[src/rtl/cic_decim_backend.sv]
// CIC decimator back end: keep every rate-th valid sample, then CIC_N comb stages.
// Optional runtime rate loading is enabled by defining CIC_VARIABLE_RATE_EN.
module cic_decim_backend #(
  parameter int unsigned DATA_WIDTH = 32,
  parameter int unsigned CIC_R      = 10,
  parameter int unsigned CIC_M      = 1,
  parameter int unsigned CIC_N      = 7,
  parameter int unsigned RATE_WIDTH = 16
) (
  input  logic                  clk,
  input  logic                  reset,
  input  logic [DATA_WIDTH-1:0] s_axis_in_tdata,
  input  logic                  s_axis_in_tvalid,
  input  logic [RATE_WIDTH-1:0] s_axis_rate_tdata,
  input  logic                  s_axis_rate_tvalid,
  output logic [DATA_WIDTH-1:0] m_axis_out_tdata,
  output logic                  m_axis_out_tvalid
);

  localparam int unsigned CNT_W = $clog2(CIC_R + 1);

  logic [CNT_W-1:0]             cnt;
  logic signed [DATA_WIDTH-1:0] ds_data;
  logic                         ds_valid;
  logic                         cnt_wrap_c;

`ifdef CIC_VARIABLE_RATE_EN
  logic [CNT_W-1:0] rate_q;
  logic [CNT_W-1:0] rate_load_c;

  // Requested rate clamped into 1..CIC_R
  always_comb begin
    rate_load_c = CNT_W'(CIC_R);
    if (s_axis_rate_tdata == '0) begin
      rate_load_c = CNT_W'(1);
    end else if (32'(s_axis_rate_tdata) <= 32'(CIC_R)) begin
      rate_load_c = CNT_W'(s_axis_rate_tdata);
    end
  end

  assign cnt_wrap_c = (cnt == rate_q - CNT_W'(1));
`else
  logic unused_rate;
  assign unused_rate = ^{s_axis_rate_tdata, s_axis_rate_tvalid};
  assign cnt_wrap_c  = (cnt == CNT_W'(CIC_R - 1));
`endif

  // Downsampler: registers the rate-th valid sample and pulses ds_valid
  always_ff @(posedge clk or posedge reset) begin
    if (reset) begin
      cnt      <= '0;
      ds_data  <= '0;
      ds_valid <= 1'b0;
`ifdef CIC_VARIABLE_RATE_EN
      rate_q   <= CNT_W'(CIC_R);
`endif
    end else begin
      ds_valid <= 1'b0;
`ifdef CIC_VARIABLE_RATE_EN
      if (s_axis_rate_tvalid) begin
        rate_q <= rate_load_c;
        cnt    <= '0;
      end else
`endif
      if (s_axis_in_tvalid) begin
        if (cnt_wrap_c) begin
          cnt      <= '0;
          ds_data  <= s_axis_in_tdata;
          ds_valid <= 1'b1;
        end else begin
          cnt <= cnt + CNT_W'(1);
        end
      end
    end
  end

  for (genvar k = 0; k < CIC_N; k++) begin : g_comb
    logic signed [DATA_WIDTH-1:0] in_data;
    logic                         in_valid;
    logic signed [DATA_WIDTH-1:0] dout;
    logic                         dvalid;
    logic signed [DATA_WIDTH-1:0] dly [CIC_M];

    if (k == 0) begin : g_first
      assign in_data  = ds_data;
      assign in_valid = ds_valid;
    end else begin : g_chain
      assign in_data  = g_comb[k-1].dout;
      assign in_valid = g_comb[k-1].dvalid;
    end

    // y[n] = x[n] - x[n-CIC_M], evaluated only on valid samples
    always_ff @(posedge clk or posedge reset) begin
      if (reset) begin
        dout   <= '0;
        dvalid <= 1'b0;
        for (int i = 0; i < int'(CIC_M); i++) begin
          dly[i] <= '0;
        end
      end else begin
        dvalid <= in_valid;
        if (in_valid) begin
          dout   <= in_data - dly[CIC_M-1];
          dly[0] <= in_data;
          for (int i = 1; i < int'(CIC_M); i++) begin
            dly[i] <= dly[i-1];
          end
        end
      end
    end
  end

  assign m_axis_out_tdata  = g_comb[CIC_N-1].dout;
  assign m_axis_out_tvalid = g_comb[CIC_N-1].dvalid;

endmodule

[config.mk]
export PLATFORM = sky130hd
export DESIGN_NAME = cic_decim_backend
export DESIGN_NICKNAME = d
export VERILOG_FILES = /design/src/rtl/cic_decim_backend.sv
export SDC_FILE = /design/constraint.sdc
export NUM_CORES = 1
export LEC_CHECK = 0
export CORE_MARGIN = 2
export CORE_UTILIZATION = 51
export CTS_BUF_LIST = sky130_fd_sc_hd__clkbuf_2
export CTS_CLUSTER_DIAMETER = 200
export CTS_CLUSTER_SIZE = 20
export DETAILED_ROUTE_END_ITERATION = 16
export DONT_BUFFER_PORTS = 1
export MAX_ROUTING_LAYER = met4
export PLACE_DENSITY = 0.69
export SYNTH_ARGS = -nofsm -noshare
export SYNTH_HDL_FRONTEND = slang
export SYNTH_SLANG_ARGS = --single-unit
[constraint.sdc]
create_clock -name clk -period 15.7 [get_ports clk]
set_input_delay 3.14 -clock clk [delete_from_list [all_inputs] [get_ports clk]]
set_output_delay 3.14 -clock clk [all_outputs]
set_load 0.05 [all_outputs]
* Word level (Yosys, flattened, before mapping)
Index checks and enable logic that the tools add are counted.
** Word-level totals
- Output and inout port bits :: 33
- Bits in latches :: 0
- Input port bits :: 52
- RAM bits :: 0
- Logic and storage cells :: 37
- Memories kept :: 0
- ROM bits :: 0
- Register bits after elaboration :: 492
** Operators by class
- Eq/ne operators :: 1
- Divide/modulo/power cells :: 0
- Reduce and logical (&&, ||, !) cells :: 1
- Add/subtract/negate cells :: 8
- Muxes and demuxes :: 3
- Bitwise operators :: 0
- Shifts and indexed selects :: 0
- Order comparisons :: 0
- Multipliers :: 0
** Operator list (number)
- $sub 32x32->32 :: 7
- $add 4x1->4 const B :: 1
- $eq 4x4->1 const B :: 1
- $mux 4 :: 1
- $mux 1 :: 2
- $reduce_and 2->1 :: 1

* Logic depth before layout (Yosys ltp)
- Depth in word-level cells :: 3
- Gate-level depth with buffers :: 14
- Depth with buffers taken out :: 14

* Worst setup path after synthesis
No wires, ideal clock.
- Kind :: input-to-reg
- From :: input port s_axis_in_tvalid
- To :: register ds_data[10]
- Library setup time :: 125 ps
- Required time :: 15575 ps
- Slack :: 10956 ps
- Stages on the path :: 4
- Arrival time :: 4620 ps
- Cell sequence :: nand2_1 > nor3b_1 > clkbuf_1 > mux2_2
** On the way
- Cells in the longest elaborated chain, start to end :: 1
** Ends and longest elaborated chain
- start: declaration :: RTL line 13 : input logic s_axis_in_tvalid,
- $reduce_and 2->1 (no source line)
- end signal: assignment :: RTL line 68 : ds_data <= s_axis_in_tdata;
- end: declaration :: RTL line 23 : logic signed [DATA_WIDTH-1:0] ds_data;
Every way passes these cells.
A chain may end at the register's enable or synchronous reset.

* Worst setup path after layout
- From :: register g_comb[6].dout[11] (netlist: m_axis_out_tdata[11])
- To :: output port m_axis_out_tdata[11]
** RTL lines
- start: declaration :: RTL line 80 : logic signed [DATA_WIDTH-1:0] dout;
- start signal: assignment :: RTL line 103 : dout <= in_data - dly[CIC_M-1];
- end: declaration :: RTL line 16 : output logic [DATA_WIDTH-1:0] m_axis_out_tdata,
No word-level cell between the ends.

==> flow_summary.json <==
{
  "syn_inst": 2950,
  "pin_count": 85,
  "initial_core_util_pct": 51.7,
  "fmax_ghz": 0.201,
  "grt_pass1_wl_um": 90200,
  "finClkSkew_ps": 66.3,
  "die_y_um": 241,
  "yosysWarnings": 0,
  "synth_top_area_cell": "dfrtp_1",
  "slew_headroom_pct": 30.8,
  "setup_viol": 0,
  "cts_buffer_depth": 3,
  "ys_top_cells_by_area": "dfrtp_1, ha_1, mux2_2, o21ai_0, nand2_1",
  "syn_nets": 3226,
  "drtAntennaViolNets": 0,
  "synth.top_cells.by_count": "dfrtp_1, nand2_1, o21ai_0",
  "end_kind": "output port",
  "vias": 19800,
  "clkLatencyLatePin_ps": 1150,
  "io_buffers": 0,
  "cts_resized": 0,
  "post-cts-setup-buffer-count": 0,
  "dp_hpwl_um": 37200,
  "antenna_found_initial": 2,
  "fin_crit_sh_pct": 31.8,
  "async_flop_share_pct": 100,
  "hold_viol_final": 0,
  "track_usage_pct": 18.5,
  "cp.required_ps": 12560,
  "syn_area_sq_um": 28600,
  "rsz0062_at_grt": "no",
  "root_buffer": "clkbuf_2",
  "fp.dieArea_sq_um": 58000,
  "synth_most_common_cell": "dfrtp_1",
  "cts_sinks": 492,
  "tightest_slew_ps": 1040,
  "syn_to_final_growth_pct": 3.13,
  "cp.arrival_ps": 1850,
  "grt_max_degree": 180,
  "ys_types": 84,
  "drive_above_1_share_pct": 10.9,
  "path_max_fanout": 2,
  "overflow": 0,
  "syn_area_per_cell_sq_um": 9.69,
  "cap_viol_max_count": 0,
  "maxSlewViolCount": 0,
  "cp-start-kind": "flop",
  "nNetsFinal": 3176,
  "path_clk_slew_ps": 370,
  "drtIter0Drc": 1019,
  "routed_wirelength_um": 51100,
  "place_congestion": 0.893,
  "cts.htree.levels": 1,
  "synth.top_cell.area_share_pct": 43.1,
  "hold_buffers": 0,
  "yosys_most_used_dff": "dfrtp_1",
  "rrSetupSlack_ps": 12030,
  "avgRoutedWirePerCell_um": 14.0,
  "ys_seq_elements": 492,
  "tns_ps": 0,
  "drt_first_pass_iters": 5,
  "hp-class": "reg2reg",
  "status": "finished, final reports clean",
  "synth_seq_area_share_pct": 43.1,
  "final_util_pct": 53.3,
  "rows": 86,
  "crit_type": "reg2out",
  "core_sq_um": 55300,
  "min_period_ps": 4990,
  "cts_tree": "yes",
  "synth_edf_count": 0,
  "grt_pass1_vias": 19700,
  "fill_cells": 5092,
  "fp.dieW_um": 241,
  "vias_per_cell": 5.40,
  "cts_buffers": 28,
  "drc_errors": 0
}
-- layout make-up --
| class | count | area, sq um | share of cell area (%) |
|---|---|---|---|
| flip-flops and latches | 492 | 12300 | 41.8 |
| multi-input cells | 2075 | 14800 | 50.3 |
| inverters | 289 | 1090 | 3.69 |
| well taps | 748 | 936 | 3.17 |
| clock inverters | 1 | 8.76 | 0.0297 |
| diodes | 5 | 12.5 | 0.0424 |
| clock buffers | 35 | 175 | 0.594 |
| repair buffers | 14 | 118 | 0.399 |
-- layer usage --
layer  wire, um  share of wire (%)  GRT usage, %
met4       1190                2.3          4.49
met3       1070                2.1          1.84
met1      23300                 46          22.2
met2      25500                 50          33.5
met5          0                  0             -
-- logic make-up (layout without fill, tap and decap cells) --
family	after synthesis	in the layout	synth area share [%]
AOI/OAI and AO/OA	783	783	16.8
xor gates and xnor gates	186	186	5.70
adders and majority gates	224	224	9.98
buffers and inverters	383	339	5.10
DFF	492	492	43.1
muxes	219	219	8.58
other	0	5	0
and+or+nand+nor	663	663	10.8
-- worst paths after layout --
| kind | startpoint | endpoint | cells past startpoint |
|---|---|---|---|
| min in group asynchronous | reset | m_axis_out_tdata[16] | 1 |
| worst min-delay path | cnt[0] | cnt[0] | 1 |
| worst min register to register | cnt[0] | cnt[0] | 1 |
| worst max-delay path | m_axis_out_tdata[11] | m_axis_out_tdata[11] | 0 |
| max in group asynchronous | reset | g_comb[3].dly[18] | 3 |
| worst max register to register | g_comb[2].dout[0] | g_comb[3].dout[30] | 14 |
-- through the flow --
stage	std cells	cell area, sq um	setup slack [ps]	hold slack, ps
after floorplan	2950	28600	5890	352
after global placement	3618	29300	9940	477
after detailed placement	3618	29300	9890	486
after CTS	3654	29500	10590	508
after global routing	3656	29500	10590	551
final	3659	29500	10710	522
-- cells in the final DEF, fill, tap and decap left out, types with 22 or more instances in the layout --
cell      synthesis  layout
nor2_1          110     110
dfrtp_1         492     485
clkbuf_2          0      35
nand3_1          35      35
a21oi_1         188     188
xnor2_1         133     133
a21o_1           87      87
mux2_2          208     208
xor2_1           53      53
nand2_1         314     314
o21bai_1         22      22
o21a_1           27      27
inv_1           288     287
nor3_1           22      22
ha_1            217     217
nor2b_1          37      37
o21ai_0         304     304
nand2b_1         32      32
-- state kept, by name, summed over array words and instances, names as in the netlist --
signal	count
g_comb.dly	224
g_comb.dout	192
ds_data	32
m_axis_out_tdata	32
g_comb.dvalid	6
cnt	4
ds_valid	1
m_axis_out_tvalid	1
Power is left out: the tool's default activity adds up to more than one toggle a clock period on the data nets, which glitch-free logic cannot reach.
